$ cat src/rtl/filter_pkg.sv
// Shared definitions for the 3x3 window filter front end.
// Holds the raster word layout used on the filter data input ({valid, pixel})
// and the state encoding of the frame-read sequencer.
package filter_pkg;

  localparam int PIX_W     = 8;
  localparam int WORD_W    = 9;
  localparam int VALID_BIT = 8;
  localparam int MAX_WIDTH = 1024;

  // Pixel counter width: 1024 * 65535 pixels fits in 26 bits.
  localparam int PIXCNT_W  = 26;

  typedef enum logic [2:0] {
    ST_IDLE,
    ST_PREFILL,
    ST_STREAM,
    ST_FLUSH,
    ST_DONE
  } state_e;

  function automatic logic [WORD_W-1:0] pack_word(input logic vld,
                                                  input logic [PIX_W-1:0] pix);
    logic [WORD_W-1:0] w;
    w            = '0;
    w[VALID_BIT] = vld;
    w[PIX_W-1:0] = pix;
    return w;
  endfunction

endpackage

$ cat src/rtl/stream_fifo.sv
// Prefetch FIFO between the memory fetcher and the raster emitter.
// Synchronous, first-word-fall-through read (pop_data shows the head entry).
// Ports:
//   clk, rst (async, active-low) - clock and reset of pointers/count
//   clr                          - synchronous flush of all entries
//   push, push_data              - write one pixel (ignored when full)
//   pop, pop_data                - consume head pixel (ignored when empty)
//   count, full, empty           - occupancy status
module stream_fifo
  import filter_pkg::*;
#(
  parameter int FIFO_DEPTH = 16,
  parameter int CNT_W      = $clog2(FIFO_DEPTH) + 1
) (
  input  logic             clk,
  input  logic             rst,
  input  logic             clr,
  input  logic             push,
  input  logic [PIX_W-1:0] push_data,
  input  logic             pop,
  output logic [PIX_W-1:0] pop_data,
  output logic [CNT_W-1:0] count,
  output logic             full,
  output logic             empty
);

  localparam int AW = $clog2(FIFO_DEPTH);

  logic [PIX_W-1:0] mem_q [FIFO_DEPTH];
  logic [AW-1:0]    wr_ptr_q, wr_ptr_d;
  logic [AW-1:0]    rd_ptr_q, rd_ptr_d;
  logic [CNT_W-1:0] count_q, count_d;
  logic             do_push, do_pop;

  assign full    = (count_q == CNT_W'(FIFO_DEPTH));
  assign empty   = (count_q == '0);
  assign do_push = push && !full && !clr;
  assign do_pop  = pop && !empty && !clr;

  always_comb begin
    wr_ptr_d = wr_ptr_q;
    rd_ptr_d = rd_ptr_q;
    count_d  = count_q;
    if (clr) begin
      wr_ptr_d = '0;
      rd_ptr_d = '0;
      count_d  = '0;
    end else begin
      if (do_push) wr_ptr_d = wr_ptr_q + AW'(1);
      if (do_pop)  rd_ptr_d = rd_ptr_q + AW'(1);
      // Simultaneous push and pop leave the occupancy unchanged.
      case ({do_push, do_pop})
        2'b10:   count_d = count_q + CNT_W'(1);
        2'b01:   count_d = count_q - CNT_W'(1);
        default: count_d = count_q;
      endcase
    end
  end

  always_ff @(posedge clk or negedge rst) begin
    if (!rst) begin
      wr_ptr_q <= '0;
      rd_ptr_q <= '0;
      count_q  <= '0;
    end else begin
      wr_ptr_q <= wr_ptr_d;
      rd_ptr_q <= rd_ptr_d;
      count_q  <= count_d;
    end
  end

  // Storage carries no reset; only the pointers define which entries are live.
  always_ff @(posedge clk) begin
    if (do_push) mem_q[wr_ptr_q] <= push_data;
  end

  assign pop_data = mem_q[rd_ptr_q];
  assign count    = count_q;

endmodule

$ cat src/rtl/filter_stream_source.sv
// Frame-read front end for the 3x3 window filter.
// Fetches a W x H grayscale frame from pixel memory (one request outstanding
// at a time) into a prefetch FIFO and emits it as a free-running raster of
// 9-bit words {valid, pixel}, followed by W+2 padding words so the filter's
// line buffers and window drain.
// Ports:
//   clk, rst (async, active-low)
//   start                       - begin a frame (only honoured when idle)
//   image_width/height, base_addr - frame geometry, latched on start
//   mem_req/mem_addr/mem_ack/mem_rdata - pixel memory read port
//   data_out                    - {valid, pixel} raster word
//   busy, done, underrun        - frame status
module filter_stream_source
  import filter_pkg::*;
#(
  parameter int ADDR_W     = 26,
  parameter int FIFO_DEPTH = 16,
  parameter int PREFILL    = 8
) (
  input  logic              clk,
  input  logic              rst,
  input  logic              start,
  input  logic [31:0]       image_width,
  input  logic [31:0]       image_height,
  input  logic [ADDR_W-1:0] base_addr,
  output logic              mem_req,
  output logic [ADDR_W-1:0] mem_addr,
  input  logic              mem_ack,
  input  logic [PIX_W-1:0]  mem_rdata,
  output logic [WORD_W-1:0] data_out,
  output logic              busy,
  output logic              done,
  output logic              underrun
);

  localparam int CNT_W = $clog2(FIFO_DEPTH) + 1;
  localparam int COL_W = $clog2(MAX_WIDTH) + 1;
  localparam int ROW_W = 16;

  state_e              state_q, state_d;
  logic [COL_W-1:0]    width_q, width_d;
  logic [ROW_W-1:0]    height_q, height_d;
  logic [ADDR_W-1:0]   base_q, base_d;
  logic [PIXCNT_W-1:0] total_q, total_d;
  logic [COL_W-1:0]    col_q, col_d;
  logic [ROW_W-1:0]    row_q, row_d;
  logic [COL_W-1:0]    flush_q, flush_d;
  logic [PIXCNT_W-1:0] fetch_cnt_q, fetch_cnt_d;
  logic                mem_req_q, mem_req_d;
  logic [ADDR_W-1:0]   mem_addr_q, mem_addr_d;
  logic                drop_q, drop_d;
  logic [WORD_W-1:0]   data_q, data_d;
  logic                busy_q, busy_d;
  logic                done_q, done_d;
  logic                underrun_q, underrun_d;

  logic                fifo_push, fifo_pop, fifo_clr;
  logic [PIX_W-1:0]    fifo_rdata;
  logic [CNT_W-1:0]    fifo_count;
  logic                fifo_full, fifo_empty;
  logic                fetch_active;
  logic [CNT_W:0]      occupancy;

  stream_fifo #(
    .FIFO_DEPTH (FIFO_DEPTH),
    .CNT_W      (CNT_W)
  ) u_fifo (
    .clk       (clk),
    .rst       (rst),
    .clr       (fifo_clr),
    .push      (fifo_push),
    .push_data (mem_rdata),
    .pop       (fifo_pop),
    .pop_data  (fifo_rdata),
    .count     (fifo_count),
    .full      (fifo_full),
    .empty     (fifo_empty)
  );

  assign fetch_active = (state_q == ST_PREFILL) || (state_q == ST_STREAM) ||
                        (state_q == ST_FLUSH);
  // FIFO slots already spoken for: stored pixels plus the request in flight.
  assign occupancy    = {1'b0, fifo_count} + {{CNT_W{1'b0}}, mem_req_q};

  always_comb begin
    state_d     = state_q;
    width_d     = width_q;
    height_d    = height_q;
    base_d      = base_q;
    total_d     = total_q;
    col_d       = col_q;
    row_d       = row_q;
    flush_d     = flush_q;
    fetch_cnt_d = fetch_cnt_q;
    mem_req_d   = mem_req_q;
    mem_addr_d  = mem_addr_q;
    drop_d      = drop_q;
    data_d      = '0;
    underrun_d  = underrun_q;
    done_d      = 1'b0;
    fifo_push   = 1'b0;
    fifo_pop    = 1'b0;
    fifo_clr    = 1'b0;

    case (state_q)
      ST_IDLE: begin
        if (start) begin
          width_d     = image_width[COL_W-1:0];
          height_d    = image_height[ROW_W-1:0];
          base_d      = base_addr;
          total_d     = PIXCNT_W'(image_width[COL_W-1:0]) *
                        PIXCNT_W'(image_height[ROW_W-1:0]);
          col_d       = '0;
          row_d       = '0;
          flush_d     = '0;
          fetch_cnt_d = '0;
          underrun_d  = 1'b0;
          fifo_clr    = 1'b1;
          // A request left over from the previous frame must not land in
          // this frame's FIFO.
          drop_d      = mem_req_q && !mem_ack;
          state_d     = ((image_width == 32'd0) || (image_height == 32'd0)) ?
                        ST_DONE : ST_PREFILL;
        end
      end

      ST_PREFILL: begin
        if ((fifo_count >= CNT_W'(PREFILL)) || (fetch_cnt_q == total_q))
          state_d = ST_STREAM;
      end

      ST_STREAM: begin
        // An empty FIFO still consumes the slot so the raster keeps its timing.
        if (!fifo_empty) begin
          fifo_pop = 1'b1;
          data_d   = pack_word(1'b1, fifo_rdata);
        end else begin
          underrun_d = 1'b1;
        end
        if (col_q == width_q - COL_W'(1)) begin
          col_d = '0;
          row_d = row_q + ROW_W'(1);
          if (row_q == height_q - ROW_W'(1)) begin
            flush_d = '0;
            state_d = ST_FLUSH;
          end
        end else begin
          col_d = col_q + COL_W'(1);
        end
      end

      ST_FLUSH: begin
        // One row plus two columns of zeros drains the filter window.
        flush_d = flush_q + COL_W'(1);
        if ({1'b0, flush_q} == ({1'b0, width_q} + (COL_W+1)'(1)))
          state_d = ST_DONE;
      end

      ST_DONE: begin
        done_d  = 1'b1;
        state_d = ST_IDLE;
      end

      default: state_d = ST_IDLE;
    endcase

    busy_d = (state_d != ST_IDLE);

    // Fetcher: one request at a time; a new one is raised no earlier than the
    // cycle after the previous ack.
    if (mem_req_q) begin
      if (mem_ack) begin
        mem_req_d = 1'b0;
        if (drop_q) begin
          drop_d = 1'b0;
        end else if (fetch_active) begin
          fifo_push   = !fifo_full;
          fetch_cnt_d = fetch_cnt_q + PIXCNT_W'(1);
        end
      end
    end else if (fetch_active && (fetch_cnt_q != total_q) &&
                 (occupancy < (CNT_W+1)'(FIFO_DEPTH))) begin
      mem_req_d  = 1'b1;
      mem_addr_d = base_q + ADDR_W'(fetch_cnt_q);
    end
  end

  always_ff @(posedge clk or negedge rst) begin
    if (!rst) begin
      state_q     <= ST_IDLE;
      width_q     <= '0;
      height_q    <= '0;
      base_q      <= '0;
      total_q     <= '0;
      col_q       <= '0;
      row_q       <= '0;
      flush_q     <= '0;
      fetch_cnt_q <= '0;
      mem_req_q   <= 1'b0;
      mem_addr_q  <= '0;
      drop_q      <= 1'b0;
      data_q      <= '0;
      busy_q      <= 1'b0;
      done_q      <= 1'b0;
      underrun_q  <= 1'b0;
    end else begin
      state_q     <= state_d;
      width_q     <= width_d;
      height_q    <= height_d;
      base_q      <= base_d;
      total_q     <= total_d;
      col_q       <= col_d;
      row_q       <= row_d;
      flush_q     <= flush_d;
      fetch_cnt_q <= fetch_cnt_d;
      mem_req_q   <= mem_req_d;
      mem_addr_q  <= mem_addr_d;
      drop_q      <= drop_d;
      data_q      <= data_d;
      busy_q      <= busy_d;
      done_q      <= done_d;
      underrun_q  <= underrun_d;
    end
  end

  assign mem_req  = mem_req_q;
  assign mem_addr = mem_addr_q;
  assign data_out = data_q;
  assign busy     = busy_q;
  assign done     = done_q;
  assign underrun = underrun_q;

endmodule

$ cat config.mk
export PLATFORM = sky130hd
export DESIGN_NAME = filter_stream_source
export DESIGN_NICKNAME = d
export VERILOG_FILES = /design/src/rtl/filter_pkg.sv /design/src/rtl/stream_fifo.sv /design/src/rtl/filter_stream_source.sv
export SDC_FILE = /design/constraint.sdc
export NUM_CORES = 1
export LEC_CHECK = 0
export CORE_MARGIN = 8
export CORE_UTILIZATION = 25
export DETAILED_ROUTE_END_ITERATION = 12
export HOLD_SLACK_MARGIN = 0.06
export SLEW_MARGIN = 15
export SYNTH_ARGS = -nofsm -noshare
export SYNTH_HDL_FRONTEND = slang
export SYNTH_SLANG_ARGS = --single-unit
$ cat constraint.sdc
create_clock -name clk -period 9.5 [get_ports clk]
set_input_delay 1.425 -clock clk [delete_from_list [all_inputs] [get_ports clk]]
set_output_delay 1.425 -clock clk [all_outputs]
set_load 0.1 [all_outputs]
==> results.json <==
{
  "outcome": "completed",
  "worstHoldStart": "mem_addr[11]$_DFFE_PN0P_",
  "total_leakage_power_nw": 10.9,
  "grt_pass1_vias": 16200,
  "wl_per_cell_um": 16.3,
  "fillers": 8964,
  "cts_htree_levels": 2,
  "fin_crit_ns": 7.08,
  "worstReg2RegEnd": "mem_addr[20]$_DFFE_PN0P_",
  "row_count": 108,
  "drtPass1Iterations": 5,
  "setup_tns_ns": 0,
  "path_clk_slew_ns": 0.05,
  "cts-root-buf": "clkbuf_16",
  "crit_top_cell": "fa_1",
  "pwr-share-seq_pct": 28.6,
  "avgViaCountPerCell": 4.61,
  "crit_required_ns": 9.88,
  "cts_buffers": 37,
  "initialDrtViolationCount": 1138,
  "dieArea_mm2": 0.0974,
  "multiInputGateArea_mm2": 0.0120,
  "ir_drop_mv": 0.191,
  "slew-limit-headroom_pct": 28.9,
  "slowest_stage": "clkdlybuf4s50_1",
  "power.clock.fraction_pct": 19.0,
  "routed_wl_um": 56700,
  "clk_path_buf_depth": 3,
  "dpl_cell_area_mm2": 0.0246,
  "synthArstFlopShare_pct": 60.9,
  "synth-main-ff-cell": "dfrtp_1",
  "start_util_pct": 25.2,
  "slowest_delay_ns": 0.88,
  "finalInstanceArea_mm2": 0.0258,
  "min_path_cells": 2,
  "critPathLaunchType": "input pin",
  "p_switching_mw": 3.47,
  "antenna_found_initial": 0,
  "fmax_mhz": 141,
  "synth-warning-count": 0,
  "cp_cell_sequence": "clkdlybuf4s50_1, and2_1, fa_1, inv_1, fa_1, inv_1, fa_1, fa_1, inv_1, fa_1, inv_1, ha_1, o21ai_0, o21ai_0, a211oi_1, a211oi_1, or3_1, a21oi_1, xor2_1, o21ai_0",
  "clock_sinks": 327,
  "use_met2_pct": 18.3,
  "io_buffers": 140,
  "setup_viol": 0,
  "synth_fp_nets": 2519,
  "reg2reg_depth": 11,
  "r2r_slack_ns": 5.97,
  "yosysSeqAreaShare_pct": 40.2,
  "critPathArrivalTime_ns": 7.46,
  "postCtsSetupBuffers": 0,
  "grt_pass1_wl_um": 92000,
  "hold_end": "mem_addr[11]$_DFFE_PN0P_",
  "track_usage_pct": 11.5,
  "regArea_mm2": 0.00883,
  "coreArea_mm2": 0.0869,
  "powerDensity_mw_per_mm2": 299,
  "nets": 2618,
  "area_growth_pct": 17.8,
  "ys_types": 70,
  "synth_area_mm2": 0.0219,
  "die_w_um": 312,
  "cts_tree": "yes",
  "final_common_cell": "nand2_1",
  "hold_viol_final": 0,
  "rsz0062_at_grt": "false",
  "grt_overflow": 0,
  "crit_fanout": 18,
  "cts-hold-fix-buffers": 0,
  "worst_pin_slew_ns": 1.06,
  "p_total_mw": 7.74,
  "routabilityCongestion": 0.805,
  "final_cell_mix": "nand2_1, inv_1, dfrtp_1",
  "p_comb_share_pct": 52.4,
  "rr_startpoint": "fetch_cnt_q[0]$_DFF_PN0_",
  "worstSetupEndpointType": "flip-flop",
  "use_met3_pct": 1.84,
  "antenna_cells": 0,
  "path_class": "in2reg",
  "detail-route-antenna-nets": 0,
  "avgSynthCellArea_um2": 10.0,
  "clk_latency_ns": 0.56,
  "hp-class": "reg2reg",
  "synth-seq-cells": 327,
  "grt_max_degree": 86,
  "fin_skew_ns": 0.0281,
  "die_h_um": 312,
  "p_int_mw": 4.27,
  "cts_resized": 0,
  "period_share_pct": 74.6,
  "drive_gt1_share_pct": 6.39,
  "slew_violations": 0,
  "place.detailed.hpwl_um": 42300,
  "postSynthCellCount": 2189,
  "vias": 16000,
  "gr-usage-met1_pct": 16.4,
  "drv_cap": 0,
  "ios": 141,
  "drc": 0,
  "synth-edff-count": 128,
  "switching_share_pct": 44.8,
  "busiest_layer": "met2"
}
-- stage by stage --
stage	setup WS (ns)	hold WS, ns	utilization [%]	instances
6_report	2.42	0.477	29.7	3472
5_1_grt	2.01	0.508	29.7	3472
3_5_place_dp	1.90	0.473	28.3	3404
3_3_place_gp	1.93	0.465	28.3	3404
4_1_cts	2.45	0.486	29.7	3472
2_1_floorplan	2.79	0.452	-	2189
-- state kept, by name (all words and copies together), names as in the netlist, 9 cells and up --
register,count
u_fifo.mem_q,128
base_q,26
fetch_cnt_q,26
mem_addr,26
total_q,26
height_q,16
row_q,16
col_q,11
flush_q,11
width_q,11
data_out,9
-- power by group through the flow --
stage               registers, mW  logic (mW)  clock network [mW]
floorplan                    2.46        2.75                   0
global placement             2.24        4.03                   0
detailed placement           2.24        4.05                   0
CTS                          2.22        4.08                1.52
global route                 2.27        4.56                1.57
finish                       2.21        4.05                1.47
-- final cells by class --
| type | count | area share [%] |
|---|---|---|
| Multi-Input combinational cell | 1560 | 46.3 |
| Sequential cell | 327 | 34.2 |
| Timing Repair Buffer | 164 | 6.12 |
| Tap cell | 1155 | 5.59 |
| Clock buffer | 54 | 4.14 |
| Inverter | 198 | 2.88 |
| Clock inverter | 14 | 0.784 |
-- layer usage --
| layer | up-vias | routed length [um] |
|---|---|---|
| li1 | 7713 | - |
| met2 | 356 | 25800 |
| met5 | - | 0 |
| met1 | 7877 | 27200 |
| met3 | 60 | 2750 |
| met4 | 0 | 969 |
-- critical path: cells and delay by family --
family	cells	cell delay [ns]
AND/OR/NAND/NOR	2	0.74
AO/OA/AOI/OAI	6	1.13
adder cells (fa/ha/maj)	6	2.93
XOR/XNOR	1	0.15
buffers and inverters	5	1.07
-- logic make-up (layout without fill, tap and decap cells) --
logic type / Yosys count / in the layout / synth area share (%)
mux: 48 / 48 / 4.49
buf+inv: 302 / 430 / 5.29
flops: 327 / 327 / 40.2
simple gates: 818 / 818 / 17.8
xor+xnor: 118 / 118 / 4.71
fa+ha+maj: 228 / 228 / 17.3
compound gates: 348 / 348 / 10.2
-- Yosys cell counts, types with 10 or more instances --
library cell,instances,area share (%)
a211oi_1,16,0.55
a21o_1,23,0.79
a21oi_1,59,1.3
a31oi_1,11,0.31
and2_1,105,3.0
and3_1,28,0.80
buf_1,13,0.22
clkbuf_1,85,1.5
dfrtp_1,199,23
edfxtp_1,128,18
fa_1,126,12
ha_1,102,5.8
inv_1,198,3.4
mux4_2,40,4.1
nand2_1,384,6.6
nand2b_1,10,0.29
nand3_1,62,1.4
nand4_1,23,0.66
nor2_1,84,1.4
nor3_1,35,0.80
nor4_1,36,1.0
o211ai_1,13,0.45
o21a_1,11,0.38
o21ai_0,123,2.8
o31ai_1,25,0.86
or3_1,19,0.54
xnor2_1,62,2.5
xor2_1,56,2.2
-- how the worst max path moves through the flow --
| stage | from | to | slack, ns | depth (start not counted) |
|---|---|---|---|---|
| 6_report | image_width[7] | total_q[20]$_DFFE_PN0P_ | 2.42 | 20 |
| 5_1_grt | image_width[4] | total_q[20]$_DFFE_PN0P_ | 2.01 | 19 |
| 4_1_cts | image_width[7] | total_q[24]$_DFFE_PN0P_ | 2.45 | 20 |
| 3_5_place_dp | image_width[7] | total_q[24]$_DFFE_PN0P_ | 1.90 | 20 |
| 3_3_place_gp | image_width[4] | total_q[20]$_DFFE_PN0P_ | 1.93 | 19 |
| 2_1_floorplan | image_width[4] | total_q[20]$_DFFE_PN0P_ | 2.79 | 20 |
No activity file was read; power rests on OpenSTA's default activity.
